File: src/rtl/boe_frame_driver.sv
// Frame driver for the BOE statistics engine: buffers bytes, sends one frame,
// then checks the returned max/sum/sorted stream. Define BOE_DRV_SORT_CAPTURE_EN to keep the sorted words.
//
// state   | meaning
// --------+-------------------------------------------------
// IDLE    | accept buffer writes, wait for a legal start
// SEND    | drive N buffered bytes to the engine
// WAIT    | RES_LAT idle cycles before the result stream
// COLLECT | sample 2+N result words and check them
// DONE    | one-cycle done pulse, flags valid, buffer pointer cleared
module boe_frame_driver #(
   parameter int MAX_N   = 6,
   parameter int RES_LAT = 1
) (
   input  logic        clk,
   input  logic        rst,
   input  logic        wr_en,
   input  logic [7:0]  wr_data,
   input  logic [2:0]  num,
   input  logic        start,
   output logic [2:0]  data_num,
   output logic [7:0]  data_in,
   input  logic [10:0] result,
   output logic        busy,
   output logic        done,
   output logic [7:0]  res_max,
   output logic [10:0] res_sum,
   output logic        max_err,
   output logic        sum_err,
   output logic        sort_err,
   input  logic [2:0]  rd_addr,
   output logic [7:0]  rd_data
);

   typedef enum logic [2:0] {S_IDLE, S_SEND, S_WAIT, S_COLLECT, S_DONE} state_t;

   state_t      state_q, state_d;
   logic [3:0]  cnt_q, cnt_d;
   logic [2:0]  n_q, wr_ptr_q;
   logic [7:0]  data_buf_q [MAX_N];
   logic [10:0] loc_sum_q, res_sum_q, sort_sum_q, prev_q;
   logic [7:0]  loc_max_q, res_max_q;
   logic        sort_bad_q, max_err_q, sum_err_q, sort_err_q;

   logic        start_ok, wr_ok, cnt_tc;
   logic [2:0]  send_idx;
   logic [3:0]  word_idx;
   logic [7:0]  send_byte;
   logic [10:0] sort_sum_nx;
   logic        sort_bad_nx;

   assign cnt_tc    = (cnt_q == 4'd0);
   assign start_ok  = start && (num != 3'd0) && (num <= wr_ptr_q);
   assign wr_ok     = wr_en && (wr_ptr_q < 3'(MAX_N));
   // Down-counters run N-1..0 in SEND and N+1..0 in COLLECT; indices derive from them.
   assign send_idx  = n_q - 3'd1 - cnt_q[2:0];
   assign word_idx  = {1'b0, n_q} + 4'd1 - cnt_q;
   assign send_byte = data_buf_q[send_idx];

   assign sort_sum_nx = (word_idx == 4'd2) ? result : sort_sum_q + result;
   assign sort_bad_nx = sort_bad_q || (result[10:8] != 3'd0) ||
                        ((word_idx > 4'd2) && (result < prev_q));

   assign busy     = (state_q != S_IDLE);
   assign done     = (state_q == S_DONE);
   assign res_max  = res_max_q;
   assign res_sum  = res_sum_q;
   assign max_err  = max_err_q;
   assign sum_err  = sum_err_q;
   assign sort_err = sort_err_q;

   always_ff @(posedge clk or negedge rst) begin
      if (!rst) begin
         state_q <= S_IDLE;
         cnt_q   <= 4'd0;
      end else begin
         state_q <= state_d;
         cnt_q   <= cnt_d;
      end
   end

   always_comb begin
      state_d  = state_q;
      cnt_d    = cnt_q;
      data_num = 3'd0;
      data_in  = 8'd0;
      case (state_q)
         S_IDLE: begin
            if (start_ok) begin
               state_d = S_SEND;
               cnt_d   = {1'b0, num} - 4'd1;
            end
         end
         S_SEND: begin
            data_in  = send_byte;
            data_num = (send_idx == 3'd0) ? n_q : 3'd0;
            if (cnt_tc) begin
               if (RES_LAT == 0) begin
                  state_d = S_COLLECT;
                  cnt_d   = {1'b0, n_q} + 4'd1;
               end else begin
                  state_d = S_WAIT;
                  cnt_d   = 4'(RES_LAT - 1);
               end
            end else begin
               cnt_d = cnt_q - 4'd1;
            end
         end
         S_WAIT: begin
            if (cnt_tc) begin
               state_d = S_COLLECT;
               cnt_d   = {1'b0, n_q} + 4'd1;
            end else begin
               cnt_d = cnt_q - 4'd1;
            end
         end
         S_COLLECT: begin
            if (cnt_tc) state_d = S_DONE;
            else        cnt_d   = cnt_q - 4'd1;
         end
         S_DONE:  state_d = S_IDLE;
         default: state_d = S_IDLE;
      endcase
   end

   always_ff @(posedge clk) begin
      if (state_q == S_IDLE && wr_ok) data_buf_q[wr_ptr_q] <= wr_data;
   end

   always_ff @(posedge clk or negedge rst) begin
      if (!rst) begin
         wr_ptr_q   <= 3'd0;
         n_q        <= 3'd0;
         loc_sum_q  <= 11'd0;
         loc_max_q  <= 8'd0;
         res_max_q  <= 8'd0;
         res_sum_q  <= 11'd0;
         sort_sum_q <= 11'd0;
         prev_q     <= 11'd0;
         sort_bad_q <= 1'b0;
         max_err_q  <= 1'b0;
         sum_err_q  <= 1'b0;
         sort_err_q <= 1'b0;
      end else begin
         case (state_q)
            S_IDLE: begin
               if (wr_ok) wr_ptr_q <= wr_ptr_q + 3'd1;
               if (start_ok) begin
                  n_q        <= num;
                  loc_sum_q  <= 11'd0;
                  loc_max_q  <= 8'd0;
                  sort_sum_q <= 11'd0;
                  sort_bad_q <= 1'b0;
               end
            end
            S_SEND: begin
               loc_sum_q <= loc_sum_q + {3'd0, send_byte};
               if (send_byte > loc_max_q) loc_max_q <= send_byte;
            end
            S_COLLECT: begin
               if (word_idx == 4'd0) begin
                  res_max_q <= result[7:0];
               end else if (word_idx == 4'd1) begin
                  res_sum_q <= result;
               end else begin
                  sort_sum_q <= sort_sum_nx;
                  sort_bad_q <= sort_bad_nx;
                  prev_q     <= result;
               end
               // Last word is always a sorted word, so fold it in combinationally.
               if (cnt_tc) begin
                  max_err_q  <= (res_max_q != loc_max_q);
                  sum_err_q  <= (res_sum_q != loc_sum_q);
                  sort_err_q <= sort_bad_nx || (sort_sum_nx != loc_sum_q);
               end
            end
            S_DONE:  wr_ptr_q <= 3'd0;
            default: ;
         endcase
      end
   end

`ifdef BOE_DRV_SORT_CAPTURE_EN
   logic [7:0] store_q [MAX_N];

   always_ff @(posedge clk) begin
      if (state_q == S_COLLECT && word_idx >= 4'd2)
         store_q[3'(word_idx - 4'd2)] <= result[7:0];
   end

   assign rd_data = (rd_addr < n_q) ? store_q[rd_addr] : 8'd0;
`else
   logic unused_rd_addr;
   assign unused_rd_addr = ^rd_addr;
   assign rd_data        = 8'd0;
`endif

endmodule
File: config.mk
export PLATFORM = sky130hd
export DESIGN_NAME = boe_frame_driver
export DESIGN_NICKNAME = d
export VERILOG_FILES = /design/src/rtl/boe_frame_driver.sv
export SDC_FILE = /design/constraint.sdc
export NUM_CORES = 1
export LEC_CHECK = 0
export BUFFER_PORTS_ARGS = -buffer_cell sky130_fd_sc_hd__buf_2
export CAP_MARGIN = 20
export CORE_UTILIZATION = 45
export CTS_CLUSTER_DIAMETER = 200
export DETAILED_ROUTE_END_ITERATION = 8
export GPL_TIMING_DRIVEN = 0
export HOLD_SLACK_MARGIN = 0.03
export PLACE_DENSITY = 0.72
export SLEW_MARGIN = 20
export SYNTH_ARGS = -nofsm -noshare
export SYNTH_HDL_FRONTEND = slang
export SYNTH_SLANG_ARGS = --single-unit
File: constraint.sdc
create_clock -name clk -period 4.8 [get_ports clk]
set_input_delay 0.24 -clock clk [delete_from_list [all_inputs] [get_ports clk]]
set_output_delay 0.24 -clock clk [all_outputs]
set_load 0.005 [all_outputs]
==> qor.txt <==
Fraction of final layout cells sized beyond drive strength 1: 20.7%
Initial antenna violation count: 0
Most common cell in the netlist: dfrtp_1
Hold path start: wr_data[0]
GR Overflow Total: 0
Top post-synthesis cells by area: dfrtp_1, edfxtp_1, ha_1
DRC: 0
Row cnt: 45
Largest net degree at the start of global routing: 43
TritonCTS Sinks: 125
Average wire per standard cell: 17.6 µm
Number of flops mapped to enable cells by yosys: 48
CTS tree: yes
Min cycle time layout: 4.46 ns
I/O Pins: 72
Max FO, Critical Path: 9
Status: finished clean
Vias in the first global route: 5486
Worst-skew pair later-pin latency: 0.43 ns
Sequential share of the synthesized area: 46.6%
CP Launch Type: flop
H-tree Lvls: 4
Die Wd: 129 µm
Chip Height: 129 µm
Post-synth top area cell: dfrtp_1
Placed inst area: 7860 µm²
WP data arrival: 4.80 ns
Worst reg2reg setup slack: 0.34 ns
Ys Warns: 0
R2r startpoint: cnt_q[0]
DP Wirelength: 12800 µm
Starting Density: 46.9%
Synth Area per Inst: 10.9 µm²
Vias per std cell: 5.54
Most frequent cells after synthesis: dfrtp_1, ha_1, o21ai_0
CTS Root Cell: clkbuf_16
Max-slew violations: 0
Final Hold Fails: 0
Design area: 8460 µm²
Post-CTS Setup Bufs: 0
Util after Layout: 54.9%
Mapped cell area: 7230 µm²
Period Utilization, post-route: 92.8%
CP required: 5.15 ns
GP Congestion: 0.929
I/O Buffers: 60
Hold endpoint: data_buf_q[2][0]
Clk slew on worst S/H paths: 0.06 ns
Crit end category: flop
Drt pass-1 iters: 5
Max Freq: 224 MHz
RR Endpoint: loc_sum_q[10]
Layout area overhead: 17.0%
DRT iter0 DRCs: 416
Vias post-DR: 5387
Setup CP Type: reg -> reg
Total Routing Usage GR: 21.9%
Worst setup path startpoint: cnt_q[0]
Antenna-violating nets left: 0
# setup viols final: 0
TritonCTS Buffers: 17
Hold path depth: 1
Post-Syn Instances: 662
TNS Setup: 0 ns
Std-Cell Core Area: 15400 µm²
RSZ-0062 raised after global routing: false
Max-cap violations: 0
Longest Clk Path Bufs: 2
R2R cell count: 16
Relative slew slack: 47.4%
Yosys cell types: 66
Global-route wire length before repair: 27400 µm
Final wirelength: 17200 µm
Top cell type's share of synthesized area: 26.6%
Resized Gates After CTS: 0
Final Skew: 0.0129 ns
Die ar.: 16600 µm²
Post-synthesis register bit count: 125
Synth async-reset ratio: 61.6%
Worst-Margin Slew: 0.785 ns
Nets@finish: 831
ANT cells: 0
Most used DFF post-synth: dfrtp_1
Min-delay worst type: in -> reg
per-stage QoR:
stage / cells / setup slack (ns) / hold WS [ns]
final: 973 / 0.345 / 0.0656
after detailed placement: 941 / 0.229 / 0.238
after CTS: 974 / 0.208 / 0.0492
after global routing: 973 / 0.0257 / 0.0624
after floorplan: 669 / 0.914 / -0.0556
after global placement: 940 / 0.343 / 0.471
worst max-delay path by stage:
stage,cells past startpoint,to
final,16,loc_sum_q[10]
after global routing,16,loc_sum_q[10]
after CTS,17,loc_sum_q[10]
after detailed placement,17,loc_sum_q[10]
after global placement,17,loc_sum_q[10]
after floorplan,17,loc_sum_q[10]
critical path: stages (launching register included):
cell and delay, ns:
dfrtp_1 0.39, inv_1 0.12, ha_1 0.24, fa_1 0.78
mux4_2 0.37, o21ai_0 0.41, inv_1 0.09, ha_1 0.22
fa_1 0.42, a21o_1 0.17, a21oi_1 0.22, o21bai_1 0.09
a21oi_1 0.24, o21bai_1 0.10, a21o_1 0.20, nand4_1 0.11
mux2i_1 0.20
repair_timing:
item | in CTS | in global routing
hold endpoints to repair | 35 | 0
hold buffers | 1 | 0
setup endpoints to repair | 0 | 2
cells by family (layout without fill, tap and decap cells):
family                     after synthesis  after routing  share of synthesized area (%)
adders and majority gates               53             53                           9.58
other                                    1              8                         0.0518
buffers and inverters                   76            169                           4.69
and+or+nand+nor                        166            166                           11.7
AOI/OAI and AO/OA                      142            142                           12.2
DFF                                    125            125                           46.6
muxes                                   48             48                           8.75
xor gates and xnor gates                51             51                           6.55
cell usage in the layout, fill, tap and decap left out, drive strengths merged, types with 4 or more instances in the layout:
cell    Yosys  layout
nand2b      4       4
a31oi       4       4
buf        15      76
nor2       35      35
edfxtp     48      48
clkbuf     14      30
a211oi      5       5
a21oi      39      39
conb        1       8
nand3      30      30
nand4      10      10
inv        47      51
mux2       24      24
and2       13      13
mux2i      16      16
dfrtp      77      77
nand2      46      46
o21ai      49      49
clkinv      0       6
fa          4       4
nor3        9       9
xnor2      35      35
a21o       10      10
ha         49      49
o21bai      6       6
mux4        8       8
xor2       14      14
state kept, by name, summed over array words and instances, names as in the netlist:
name        count
sort_bad_q      1
cnt_q           4
prev_q         11
state_q         3
wr_ptr_q        3
res_sum        11
data_buf_q     48
sort_sum_q     11
sort_err        1
res_max         8
loc_max_q       8
max_err         1
n_q             3
sum_err         1
loc_sum_q      11
cell type report:
cell class / count / area [µm²]
sequential: 125 / 3370
inverter: 47 / 176
fill: 1351 / 6970
clock inverter: 15 / 163
multi-input combinational: 468 / 3570
buffer: 28 / 159
clock buffer: 17 / 425
tap: 211 / 264
timing repair buffer: 62 / 333
metal layers:
metal / vias to the layer above / GRT usage (%) / share of wire, %
met1: 2640 / 27.8 / 44
li1: 2545 / - / -
met4: 0 / 9.07 / 2.9
met3: 32 / 4.70 / 5.7
met2: 170 / 36.3 / 47
met5: - / 0 / 0
Power is left out: the tool's default activity adds up to more than one toggle a clock period on the data nets, which glitch-free logic cannot reach.
